`config.mk`:
```
export PLATFORM = sky130hd
export DESIGN_NAME = dual_counter_unwind
export DESIGN_NICKNAME = d
export VERILOG_FILES = /design/src/rtl/dual_counter_pkg.sv /design/src/rtl/dual_counter_unwind_chk.sv /design/src/rtl/dual_counter_unwind.sv
export SDC_FILE = /design/constraint.sdc
export NUM_CORES = 1
export LEC_CHECK = 0
export BUFFER_PORTS_ARGS = -buffer_cell sky130_fd_sc_hd__buf_2
export CORE_MARGIN = 2
export CORE_UTILIZATION = 53
export CTS_CLUSTER_DIAMETER = 60
export DETAILED_ROUTE_END_ITERATION = 12
export PLACE_DENSITY_LB_ADDON = 0.12
export SETUP_SLACK_MARGIN = 0.2
export SLEW_MARGIN = 20
export SYNTH_ARGS = -nofsm -noshare
export SYNTH_HDL_FRONTEND = slang
export SYNTH_SLANG_ARGS = --single-unit
```
`constraint.sdc`:
```
create_clock -name clk -period 2.2 [get_ports clk]
set_input_delay 0.11 -clock clk [delete_from_list [all_inputs] [get_ports clk]]
set_output_delay 0.11 -clock clk [all_outputs]
set_load 0.01 [all_outputs]
```
`src/rtl/dual_counter_pkg.sv`:
```
// Shared types and constants for the unwinding dual counter.
// Holds the phase enum, default sizing and the expected-y helper.
package dual_counter_pkg;

    typedef enum logic [1:0] {
        RUN_HI = 2'd0,
        RUN_LO = 2'd1,
        DONE   = 2'd2
    } phase_e;

    localparam int W_DEF      = 11;
    localparam int X_MAX_DEF  = 200;
    localparam int X_KNEE_DEF = 100;
    localparam int Y_INIT_DEF = 100;

    // y tracks x one-for-one above the knee and sits on its floor below it.
    function automatic int unsigned knee_offset(
        input int unsigned x,
        input int unsigned knee,
        input int unsigned yinit
    );
        return yinit + ((x > knee) ? (x - knee) : 32'd0);
    endfunction

endpackage

```
`src/rtl/dual_counter_unwind_chk.sv`:
```
// Invariant checker for dual_counter_unwind; observes outputs only.
// Ports: clk, rst, x, y, steps, phase, done (all inputs).
module dual_counter_unwind_chk
    import dual_counter_pkg::*;
#(
    parameter int W      = W_DEF,
    parameter int X_MAX  = X_MAX_DEF,
    parameter int X_KNEE = X_KNEE_DEF,
    parameter int Y_INIT = Y_INIT_DEF
) (
    input logic         clk,
    input logic         rst,
    input logic [W-1:0] x,
    input logic [W-1:0] y,
    input logic [W-1:0] steps,
    input logic [1:0]   phase,
    input logic         done
);

    localparam logic [W-1:0] XM = W'(X_MAX);
    localparam logic [W-1:0] KN = W'(X_KNEE);
    localparam logic [W-1:0] YI = W'(Y_INIT);

    // Outputs are meaningless until the first reset has been applied.
    logic armed;

    always_ff @(posedge clk) begin
        if (rst) armed <= 1'b1;
    end

    always_ff @(posedge clk) begin
        if (armed === 1'b1) begin
            a_y : assert (32'(y) == knee_offset(32'(x), X_KNEE, Y_INIT))
                else $error("y invariant broken");
            a_steps : assert (steps == XM - x)
                else $error("steps invariant broken");
            a_floor : assert ((x != '0) || (y == YI))
                else $error("y floor invariant broken");
            a_done : assert (done == (x == '0))
                else $error("done invariant broken");
            a_phase : assert ((phase == RUN_HI) == (x > KN))
                else $error("phase invariant broken");
            a_enc : assert (phase != 2'd3)
                else $error("illegal phase encoding");
        end
    end

endmodule

```
`src/rtl/dual_counter_unwind.sv`:
```
// Dual down-counter: x and y unwind together to the knee, then x alone.
// Ports: clk, rst, selector, restart in; x, y, steps, phase, done out.
module dual_counter_unwind
    import dual_counter_pkg::*;
#(
    parameter int W      = W_DEF,
    parameter int X_MAX  = X_MAX_DEF,
    parameter int X_KNEE = X_KNEE_DEF,
    parameter int Y_INIT = Y_INIT_DEF
) (
    input  logic         clk,
    input  logic         rst,
    input  logic         selector,
    input  logic         restart,
    output logic [W-1:0] x,
    output logic [W-1:0] y,
    output logic [W-1:0] steps,
    output logic [1:0]   phase,
    output logic         done
);

    generate
        if ((X_KNEE >= X_MAX) || (X_KNEE < 0) ||
            ((longint'(Y_INIT) + X_MAX - X_KNEE) >= (longint'(1) << W)))
        begin : g_bad_params
            $error("dual_counter_unwind: illegal parameters");
        end
    endgenerate

    localparam logic [W-1:0] X0 = W'(X_MAX);
    localparam logic [W-1:0] Y0 = W'(Y_INIT + X_MAX - X_KNEE);
    localparam logic [W-1:0] KN = W'(X_KNEE);

    phase_e       st_q, st_d;
    logic [W-1:0] x_q, x_d;
    logic [W-1:0] y_q, y_d;
    logic [W-1:0] s_q, s_d;
    logic         dn_q, dn_d;

    always_comb begin
        st_d = st_q;
        x_d  = x_q;
        y_d  = y_q;
        s_d  = s_q;
        if (restart) begin
            st_d = RUN_HI;
            x_d  = X0;
            y_d  = Y0;
            s_d  = '0;
        end else if (selector) begin
            unique case (st_q)
                RUN_HI: begin
                    x_d = x_q - 1'b1;
                    y_d = y_q - 1'b1;
                    s_d = s_q + 1'b1;
                    // A zero knee means the lock-step run ends the count.
                    if (x_d == '0)      st_d = DONE;
                    else if (x_d == KN) st_d = RUN_LO;
                end
                RUN_LO: begin
                    x_d = x_q - 1'b1;
                    s_d = s_q + 1'b1;
                    if (x_d == '0) st_d = DONE;
                end
                DONE: begin
                end
                default: st_d = DONE;
            endcase
        end
        dn_d = (st_d == DONE);
    end

    always_ff @(posedge clk) begin
        if (rst) begin
            st_q <= RUN_HI;
            x_q  <= X0;
            y_q  <= Y0;
            s_q  <= '0;
            dn_q <= 1'b0;
        end else begin
            st_q <= st_d;
            x_q  <= x_d;
            y_q  <= y_d;
            s_q  <= s_d;
            dn_q <= dn_d;
        end
    end

    assign x     = x_q;
    assign y     = y_q;
    assign steps = s_q;
    assign phase = st_q;
    assign done  = dn_q;

    dual_counter_unwind_chk #(
        .W      (W),
        .X_MAX  (X_MAX),
        .X_KNEE (X_KNEE),
        .Y_INIT (Y_INIT)
    ) u_chk (
        .clk   (clk),
        .rst   (rst),
        .x     (x_q),
        .y     (y_q),
        .steps (s_q),
        .phase (st_q),
        .done  (dn_q)
    );

endmodule

```
==> results of run 1 <==
==> report_power, final <==
group	leakage (nW)	switching (mW)	internal (mW)
combinational	0.507	0.0711	0.0500
sequential	0.292	0.0173	0.662
clock	0.0281	0.202	0.118
total	0.827	0.290	0.830
==> cells in the final DEF (no fill, tap or decap), types with 2 or more instances in the layout <==
master     n
inv_1      7
dfxtp_1   36
clkbuf_4   5
nor3_1     5
or3_1      5
xor2_1    11
a211oi_1   3
and3_1     2
nand2_1   20
nor2_1    33
nand3_1    4
nand4_1    7
ha_1       4
buf_4      4
o21ai_0    7
nor3b_1    2
buf_2     39
xnor2_1   13
nor4_1     3
a21oi_1    9
==> worst max-delay path: stages, from the launching register on <==
cell       delay (ns)
dfxtp_1          0.42
inv_1            0.06
ha_1             0.22
or2_0            0.20
a211oi_1         0.22
o311a_1          0.23
o2111ai_2        0.14
a41o_1           0.28
==> flip-flops by register name, indices dropped and copies added (netlist names) <==
| signal | cells |
|---|---|
| x | 11 |
| phase | 2 |
| steps | 11 |
| y | 11 |
| done | 1 |
==> kinds of logic after synthesis <==
family	Yosys count	share of synthesized area
AOI/OAI and AO/OA	31	0.1245
xor gates and xnor gates	24	0.1195
adders and majority gates	4	0.02845
buffers and inverters	16	0.04552
DFF	36	0.4097
muxes	1	0.005690
and+or+nand+nor	92	0.2667
==> synthesized netlist by cell type (all sizes together) (6+ instances only) <==
cell,instances,area (sq um)
xnor2,13,113.9
nor3,6,41.29
nor2,33,123.9
a21oi,9,45.04
o21ai,7,35.03
inv,7,26.28
dfxtp,36,720.7
nand2,20,75.07
nand4,7,43.79
xor2,11,96.34
==> per-stage QoR <==
stage	worst slack (ns)	cells	instance area, sq um
6_report	0.3373	289	2032
5_1_grt	0.2164	289	2032
4_1_cts	0.3144	289	2032
3_5_place_dp	0.3282	282	1986
3_3_place_gp	0.3893	282	1986
2_1_floorplan	0.3928	204	1759
==> per-layer routing <==
metal | wire length, um | vias up | global-route usage
met5 | 0 | - | 0
met1 | 1657 | 705 | 0.2565
li1 | - | 788 | -
met3 | 182 | 5 | 0.07353
met2 | 1587 | 39 | 0.3173
met4 | 36 | 0 | 0.05471
==> layout make-up <==
| type | count | area share |
|---|---|---|
| Multi-Input combinational cell | 152 | 0.4717 |
| Tap cell | 44 | 0.02709 |
| Sequential cell | 36 | 0.3547 |
| Timing Repair Buffer | 43 | 0.1108 |
| Clock buffer | 6 | 0.02032 |
| Clock inverter | 1 | 0.002463 |
| Inverter | 7 | 0.01293 |
==> final timing paths <==
path          endpoint  slack, ns  cells after the start
max reg2reg   phase[0]       0.34                      7
min reg2reg  steps[10]       0.50                      2
max           phase[0]       0.34                      7
min           phase[1]       0.05                      3
==> impl_results.html, run 1 <==
<table>
<tr><th>Metric</th><th>Value</th></tr>
<tr><th colspan="2">Yosys</th></tr>
<tr><td>Count of flip-flops with a built-in enable after synthesis</td><td>0</td></tr>
<tr><td>Post-synthesis net count</td><td>roughly 210</td></tr>
<tr><td>Fraction of synthesis flops using an asynchronous set or reset pin</td><td>0</td></tr>
<tr><td>Total number of yosys warnings</td><td>0</td></tr>
<tr><td>Post-Synthesis Cells</td><td>approximately 200</td></tr>
<tr><td>Most frequently used flop master after synthesis</td><td>dfxtp_1</td></tr>
<tr><td>Avg Cell Area, Syn</td><td>8.623 sq um</td></tr>
<tr><td>Post-synthesis sequential element count</td><td>36</td></tr>
<tr><td>Number of unique standard cell types used by synthesis</td><td>46</td></tr>
<tr><td>Sequential share of the synthesized area</td><td>0.4097</td></tr>
<tr><td>Area of the mapped netlist</td><td>between 1500 and 2000 sq um</td></tr>
<tr><th colspan="2">Critical path</th></tr>
<tr><td>Maximum fanout along the worst path</td><td>5</td></tr>
<tr><td>Reg-to-reg startpoint</td><td>x[0]</td></tr>
<tr><td>Worst setup path category</td><td>reg -&gt; reg</td></tr>
<tr><td>Launch point of the worst path</td><td>x[0]</td></tr>
<tr><td>Req. time, crit path</td><td>2.43 ns</td></tr>
<tr><td>Arrival time reported for the critical path endpoint</td><td>roughly 2.1 ns</td></tr>
<tr><td>Critical path launch point type</td><td>flip-flop</td></tr>
<tr><td>Kind of end point of the critical path</td><td>flip-flop</td></tr>
<tr><th colspan="2">Placed design</th></tr>
<tr><td>Weighted congestion at the end of routability-driven global placement</td><td>0.7581</td></tr>
<tr><td>Placed wire-length estimate</td><td>2.511 mm</td></tr>
<tr><td>I/O Buffers</td><td>39</td></tr>
<tr><th colspan="2">Pwr</th></tr>
<tr><td>Worst IR drop on VDD</td><td>roughly 0.45 mV</td></tr>
<tr><td>Leakage component of the power</td><td>0.8269 nW</td></tr>
<tr><td>Total power density per cell area</td><td>between 500 and 600 nW/um^2</td></tr>
<tr><td>Post-route total power</td><td>between 1 and 1.5 mW</td></tr>
<tr><th colspan="2">STA</th></tr>
<tr><td>Number of max-slew violations in the final report</td><td>0</td></tr>
<tr><td>Worst Hold Margin</td><td>roughly 0.055 ns</td></tr>
<tr><td>Slew HR</td><td>0.5829</td></tr>
<tr><td>Final hold violation count</td><td>0</td></tr>
<tr><td>Worst Clk Skew</td><td>approximately 0.0065 ns</td></tr>
<tr><td>Setup tns final</td><td>0 ns</td></tr>
<tr><td>Setup-violating endpoint count in the final report</td><td>0</td></tr>
<tr><td>RSZ-0062 raised after global routing</td><td>no</td></tr>
<tr><td>Highest Clock Rate</td><td>0.5369 GHz</td></tr>
<tr><td>Time the final worst path needs with I/O delays and setup</td><td>between 1.5 and 2 ns</td></tr>
<tr><td>Final Cycle Share</td><td>0.8467</td></tr>
<tr><td>Slew of the pin with the lowest slew margin</td><td>between 0.6 and 0.7 ns</td></tr>
<tr><th colspan="2">Drt</th></tr>
<tr><td>Number of DRC violations after detailed-routing iteration 0</td><td>approximately 80</td></tr>
<tr><td>Number of nets still failing antenna checks after routing</td><td>0</td></tr>
<tr><td>Remaining design rule violation count</td><td>0</td></tr>
<tr><td>Via-to-Cell Ratio</td><td>5.318</td></tr>
<tr><td>Via total after detailed routing</td><td>between 1500 and 2000</td></tr>
<tr><td>First-pass detailed-route iteration total</td><td>4</td></tr>
<tr><td>Routed Wire Length</td><td>approximately 3.5 mm</td></tr>
<tr><td>Mean routed wirelength per cell</td><td>between 10 and 15 um</td></tr>
<tr><th colspan="2">Cells and area</th></tr>
<tr><td>Multi-input combinational cell area</td><td>between 900 and 1000 sq um</td></tr>
<tr><td>Total of fill cells in the finished design</td><td>roughly 300</td></tr>
<tr><td>NumNets Final</td><td>between 200 and 300</td></tr>
<tr><td>Area growth from synthesis to final layout</td><td>15.51%</td></tr>
<tr><td># diodes</td><td>0</td></tr>
<tr><td>Final design utilization</td><td>0.6548</td></tr>
<tr><td>Register area</td><td>720.7 sq um</td></tr>
<tr><td>Fraction of layout instances using a drive strength above 1</td><td>0.2286</td></tr>
<tr><th colspan="2">Clock tree</th></tr>
<tr><td>Clk root buf</td><td>clkbuf_4</td></tr>
<tr><td>CTS Buf Count</td><td>5</td></tr>
<tr><td>Number of buffers on the longest clock path</td><td>2</td></tr>
<tr><td>Count of hold buffers inserted by post-cts repair</td><td>0</td></tr>
<tr><td>Post_cts resized</td><td>0</td></tr>
<tr><td>Clock net sink count</td><td>36</td></tr>
<tr><td>Maximum level of the CTS H-tree</td><td>2</td></tr>
<tr><td>Clock-pin slew of the registers on the worst-case setup and hold paths</td><td>roughly 0.10 ns</td></tr>
<tr><td>Later-pin clock latency in the skew report</td><td>roughly 0.33 ns</td></tr>
<tr><td>Post-CTS repair timing setup buffer count</td><td>0</td></tr>
<tr><td>CTS tree</td><td>built</td></tr>
<tr><th colspan="2">Run</th></tr>
<tr><td>Max-capacitance violation count</td><td>0</td></tr>
<tr><th colspan="2">Die</th></tr>
<tr><td>Initial standard-cell utilization of the core</td><td>0.5669</td></tr>
<tr><td>Floorplan die width</td><td>61.61 um</td></tr>
<tr><td>Cell row count</td><td>20</td></tr>
<tr><td>Top Ports</td><td>40</td></tr>
<tr><td>Area of the placeable core</td><td>roughly 3100 sq um</td></tr>
<tr><td>Die Outline Area</td><td>3796 sq um</td></tr>
<tr><td>Die height</td><td>61.61 um</td></tr>
<tr><th colspan="2">Worst hold path</th></tr>
<tr><td>Class of the worst hold path</td><td>in -&gt; reg</td></tr>
<tr><td>Worst min-delay path startpoint</td><td>selector</td></tr>
<tr><th colspan="2">Global routing</th></tr>
<tr><td>Number of antenna violations at the first check in global routing</td><td>0</td></tr>
<tr><td>Total congestion overflow after global routing</td><td>0</td></tr>
<tr><td>Pin count of the biggest net entering global routing</td><td>31</td></tr>
<tr><td>Wire length of the first global-routing pass</td><td>5.533 mm</td></tr>
<tr><td>GR Util All Layers</td><td>0.1997</td></tr>
<tr><td>Vias in the first global route</td><td>1261</td></tr>
<tr><th colspan="2">Status</th></tr>
<tr><td>Status</td><td>completed</td></tr>
</table>
No activity file was read; power rests on OpenSTA's default activity.
==> run 2, diff against run 1 <==
==> constraint.sdc (replaced) <==
create_clock -name clk -period 1.8 [get_ports clk]
set_input_delay 0.09 -clock clk [delete_from_list [all_inputs] [get_ports clk]]
set_output_delay 0.09 -clock clk [all_outputs]
set_load 0.01 [all_outputs]
==> run 2 against run 1 <==
Count of clock-buffer cells in the layout is 1 higher. Die area stayed put. Clock skew is 0.010 ns higher. Wire length is 20% higher. Combinational power is 60% higher. Critical endpoint is now done. Largest cell class unchanged.
==> impl_results.html, run 2 (synthesis results as in run 1) <==
<table>
<tr><th>Metric</th><th>Value</th></tr>
<tr><th colspan="2">Critical path</th></tr>
<tr><td>Gate family responsible for the most delay along the worst path</td><td>compound AO/OA/AOI/OAI gates (unchanged)</td></tr>
<tr><td>Arrival time reported for the critical path endpoint</td><td>2.02 ns (was 2.10 ns)</td></tr>
<tr><td>Req. time, crit path</td><td>2.08 ns (was 2.43 ns)</td></tr>
<tr><td>Kind of end point of the critical path</td><td>flip-flop (unchanged)</td></tr>
<tr><td>Worst setup path category</td><td>reg -&gt; reg (unchanged)</td></tr>
<tr><td>Maximum single-stage delay on the critical path</td><td>0.39 ns (was 0.42 ns)</td></tr>
<tr><td>Highest-delay cell along the critical path</td><td>dfxtp_4 (was dfxtp_1)</td></tr>
<tr><td>Critical path launch point type</td><td>flip-flop (unchanged)</td></tr>
<tr><td>Number of buffers and inverters on the critical path</td><td>3 (was 1)</td></tr>
<tr><td>Cell chain of the critical path</td><td>inv_4 &gt; ha_4 &gt; buf_6 &gt; xnor2_4 &gt; nand4_1 &gt; o41ai_2 &gt; o2111ai_2 &gt; buf_4 &gt; a211oi_2 (was inv_1 &gt; ha_1 &gt; or2_0 &gt; a211oi_1 &gt; o311a_1 &gt; o2111ai_2 &gt; a41o_1)</td></tr>
<tr><td>Maximum fanout along the worst path</td><td>6 (was 5)</td></tr>
<tr><th colspan="2">STA</th></tr>
<tr><td>Number of max-slew violations in the final report</td><td>0 (unchanged)</td></tr>
<tr><td>Final Cycle Share</td><td>0.9667 (was 0.8467)</td></tr>
<tr><td>Slew of the pin with the lowest slew margin</td><td>0.4003 ns (was 0.6257 ns)</td></tr>
<tr><td>Time the final worst path needs with I/O delays and setup</td><td>1.740 ns (was 1.863 ns)</td></tr>
<tr><td>Setup tns final</td><td>0 ns (unchanged)</td></tr>
<tr><td>Worst Clk Skew</td><td>0.01664 ns (was 0.006499 ns)</td></tr>
<tr><td>RSZ-0062 raised after global routing</td><td>yes (was no)</td></tr>
<tr><td>Final hold violation count</td><td>0 (unchanged)</td></tr>
<tr><td>Slew HR</td><td>0.7328 (was 0.5829)</td></tr>
<tr><td>Setup-violating endpoint count in the final report</td><td>0 (unchanged)</td></tr>
<tr><td>Highest Clock Rate</td><td>0.5747 GHz (was 0.5369 GHz)</td></tr>
<tr><th colspan="2">Clock tree</th></tr>
<tr><td>Number of buffers on the longest clock path</td><td>2 (unchanged)</td></tr>
<tr><td>CTS Buf Count</td><td>5 (unchanged)</td></tr>
<tr><td>Later-pin clock latency in the skew report</td><td>0.35 ns (was 0.33 ns)</td></tr>
<tr><td>Maximum level of the CTS H-tree</td><td>2 (unchanged)</td></tr>
<tr><td>Clock-pin slew of the registers on the worst-case setup and hold paths</td><td>0.11 ns (was 0.10 ns)</td></tr>
<tr><td>Clock net sink count</td><td>36 (unchanged)</td></tr>
<tr><td>Clk root buf</td><td>clkbuf_4 (unchanged)</td></tr>
<tr><td>CTS tree</td><td>built (unchanged)</td></tr>
<tr><td>Count of hold buffers inserted by post-cts repair</td><td>0 (unchanged)</td></tr>
<tr><th colspan="2">Die</th></tr>
<tr><td>Cell row count</td><td>20 (unchanged)</td></tr>
<tr><td>Area of the placeable core</td><td>3103 sq um (unchanged)</td></tr>
<tr><td>Floorplan die width</td><td>61.61 um (unchanged)</td></tr>
<tr><td>Initial standard-cell utilization of the core</td><td>0.5669 (unchanged)</td></tr>
<tr><td>Die Outline Area</td><td>3796 sq um (unchanged)</td></tr>
<tr><td>Die height</td><td>61.61 um (unchanged)</td></tr>
<tr><td>Top Ports</td><td>40 (unchanged)</td></tr>
<tr><th colspan="2">Global routing</th></tr>
<tr><td>Pin count of the biggest net entering global routing</td><td>17 (was 31)</td></tr>
<tr><td>Total congestion overflow after global routing</td><td>0 (unchanged)</td></tr>
<tr><td>Number of antenna violations at the first check in global routing</td><td>0 (unchanged)</td></tr>
<tr><td>GR Util All Layers</td><td>0.2350 (was 0.1997)</td></tr>
<tr><td>Wire length of the first global-routing pass</td><td>6.458 mm (was 5.533 mm)</td></tr>
<tr><td>Vias in the first global route</td><td>1465 (was 1261)</td></tr>
<tr><th colspan="2">Pwr</th></tr>
<tr><td>Total power density per cell area</td><td>643.9 nW/um^2 (was 551.4 nW/um^2)</td></tr>
<tr><td>Worst IR drop on VDD</td><td>0.4342 mV (was 0.4460 mV)</td></tr>
<tr><td>Leakage component of the power</td><td>0.9215 nW (was 0.8269 nW)</td></tr>
<tr><th colspan="2">Cells and area</th></tr>
<tr><td>Total of fill cells in the finished design</td><td>273 (was 301)</td></tr>
<tr><td>NumNets Final</td><td>268 (was 253)</td></tr>
<tr><td># diodes</td><td>0 (unchanged)</td></tr>
<tr><td>Area growth from synthesis to final layout</td><td>27.24% (was 15.51%)</td></tr>
<tr><td>Most common library cell in the layout ignoring fill and taps</td><td>buf_2 (unchanged)</td></tr>
<tr><td>Non-filler cells, final</td><td>305 (was 289)</td></tr>
<tr><td>Fraction of layout instances using a drive strength above 1</td><td>0.3333 (was 0.2286)</td></tr>
<tr><td>Commonest cells after routing, fill and taps aside</td><td>buf_2, nor2_1, dfxtp_1 (was buf_2, dfxtp_1, nor2_1)</td></tr>
<tr><th colspan="2">Placed design</th></tr>
<tr><td>I/O Buffers</td><td>39 (unchanged)</td></tr>
<tr><td>Count of placed standard cells including taps</td><td>286 (was 282)</td></tr>
<tr><td>Placed wire-length estimate</td><td>2.813 mm (was 2.511 mm)</td></tr>
<tr><td>Weighted congestion at the end of routability-driven global placement</td><td>0.9154 (was 0.7581)</td></tr>
<tr><th colspan="2">Status</th></tr>
<tr><td>Status</td><td>completed (unchanged)</td></tr>
<tr><th colspan="2">Worst hold path</th></tr>
<tr><td>Class of the worst hold path</td><td>in -&gt; reg (unchanged)</td></tr>
<tr><th colspan="2">Drt</th></tr>
<tr><td>Mean routed wirelength per cell</td><td>13.59 um (was 11.98 um)</td></tr>
<tr><td>Number of nets still failing antenna checks after routing</td><td>0 (unchanged)</td></tr>
<tr><td>Via-to-Cell Ratio</td><td>5.397 (was 5.318)</td></tr>
<tr><td>Via total after detailed routing</td><td>1646 (was 1537)</td></tr>
<tr><td>Remaining design rule violation count</td><td>0 (unchanged)</td></tr>
<tr><td>First-pass detailed-route iteration total</td><td>4 (unchanged)</td></tr>
<tr><td>Number of DRC violations after detailed-routing iteration 0</td><td>85 (was 82)</td></tr>
<tr><td>Routed Wire Length</td><td>4.144 mm (was 3.463 mm)</td></tr>
<tr><th colspan="2">Run</th></tr>
<tr><td>Max-capacitance violation count</td><td>0 (unchanged)</td></tr>
</table>
-- run 2: metrics by stage --
stage               hold slack, ns  worst slack (ns)  utilization  cell area (sq um)  power (mW)
floorplan                   0.2295            0.2129            -               1782      0.9623
global placement            0.3933            0.1365       0.6560               2036       1.002
detailed placement          0.4006           0.04998       0.6560               2036       1.007
CTS                        0.03862           0.08238       0.6899               2141       1.429
global route               0.03709          -0.02212       0.7214               2238       1.513
finish                     0.03210           0.05992       0.7214               2238       1.441
-- run 2: repair_timing --
action / CTS / global route
resized for setup: 4 / 13
pin swaps: 5 / 12
endpoints found under the setup margin: 6 / 11
setup buffers: 6 / 5
-- run 2: worst paths after layout --
kind | slack [ns] | to | cells past startpoint | from
min reg2reg | 0.51 | steps[5] | 2 | steps[5]
max | 0.06 | done | 9 | x[1]
max reg2reg | 0.06 | done | 9 | x[1]
min | 0.03 | phase[1] | 3 | selector
-- run 2: per-layer routing --
metal | vias to the layer above | wire, um | track usage
li1 | 819 | - | -
met1 | 770 | 1717 | 0.2724
met2 | 46 | 2140 | 0.3955
met3 | 11 | 177 | 0.05462
met4 | 0 | 108 | 0.1337
met5 | - | 0 | 0
-- run 2: area by class of cell --
cell class	count	area, sq um	area share
clock inverter	1	5.005	0.002236
multi-input combinational	152	1027	0.4589
timing repair buffer	58	341.6	0.1526
sequential	36	735.7	0.3287
inverter	7	28.78	0.01286
tap	44	55.05	0.02459
clock buffer	7	45.04	0.02012
-- run 2: power breakdown --
| group | switching, mW | internal [mW] | total [mW] |
|---|---|---|---|
| sequential | 0.0232 | 0.806 | 0.830 |
| clock | 0.265 | 0.152 | 0.417 |
| combinational | 0.103 | 0.0916 | 0.194 |
-- run 2: worst min-delay path: cells and delay by family --
family                 cells  cell delay [ns]
AOI/OAI and AO/OA          1             0.08
buffers and inverters      1             0.12
and+or+nand+nor            1             0.06
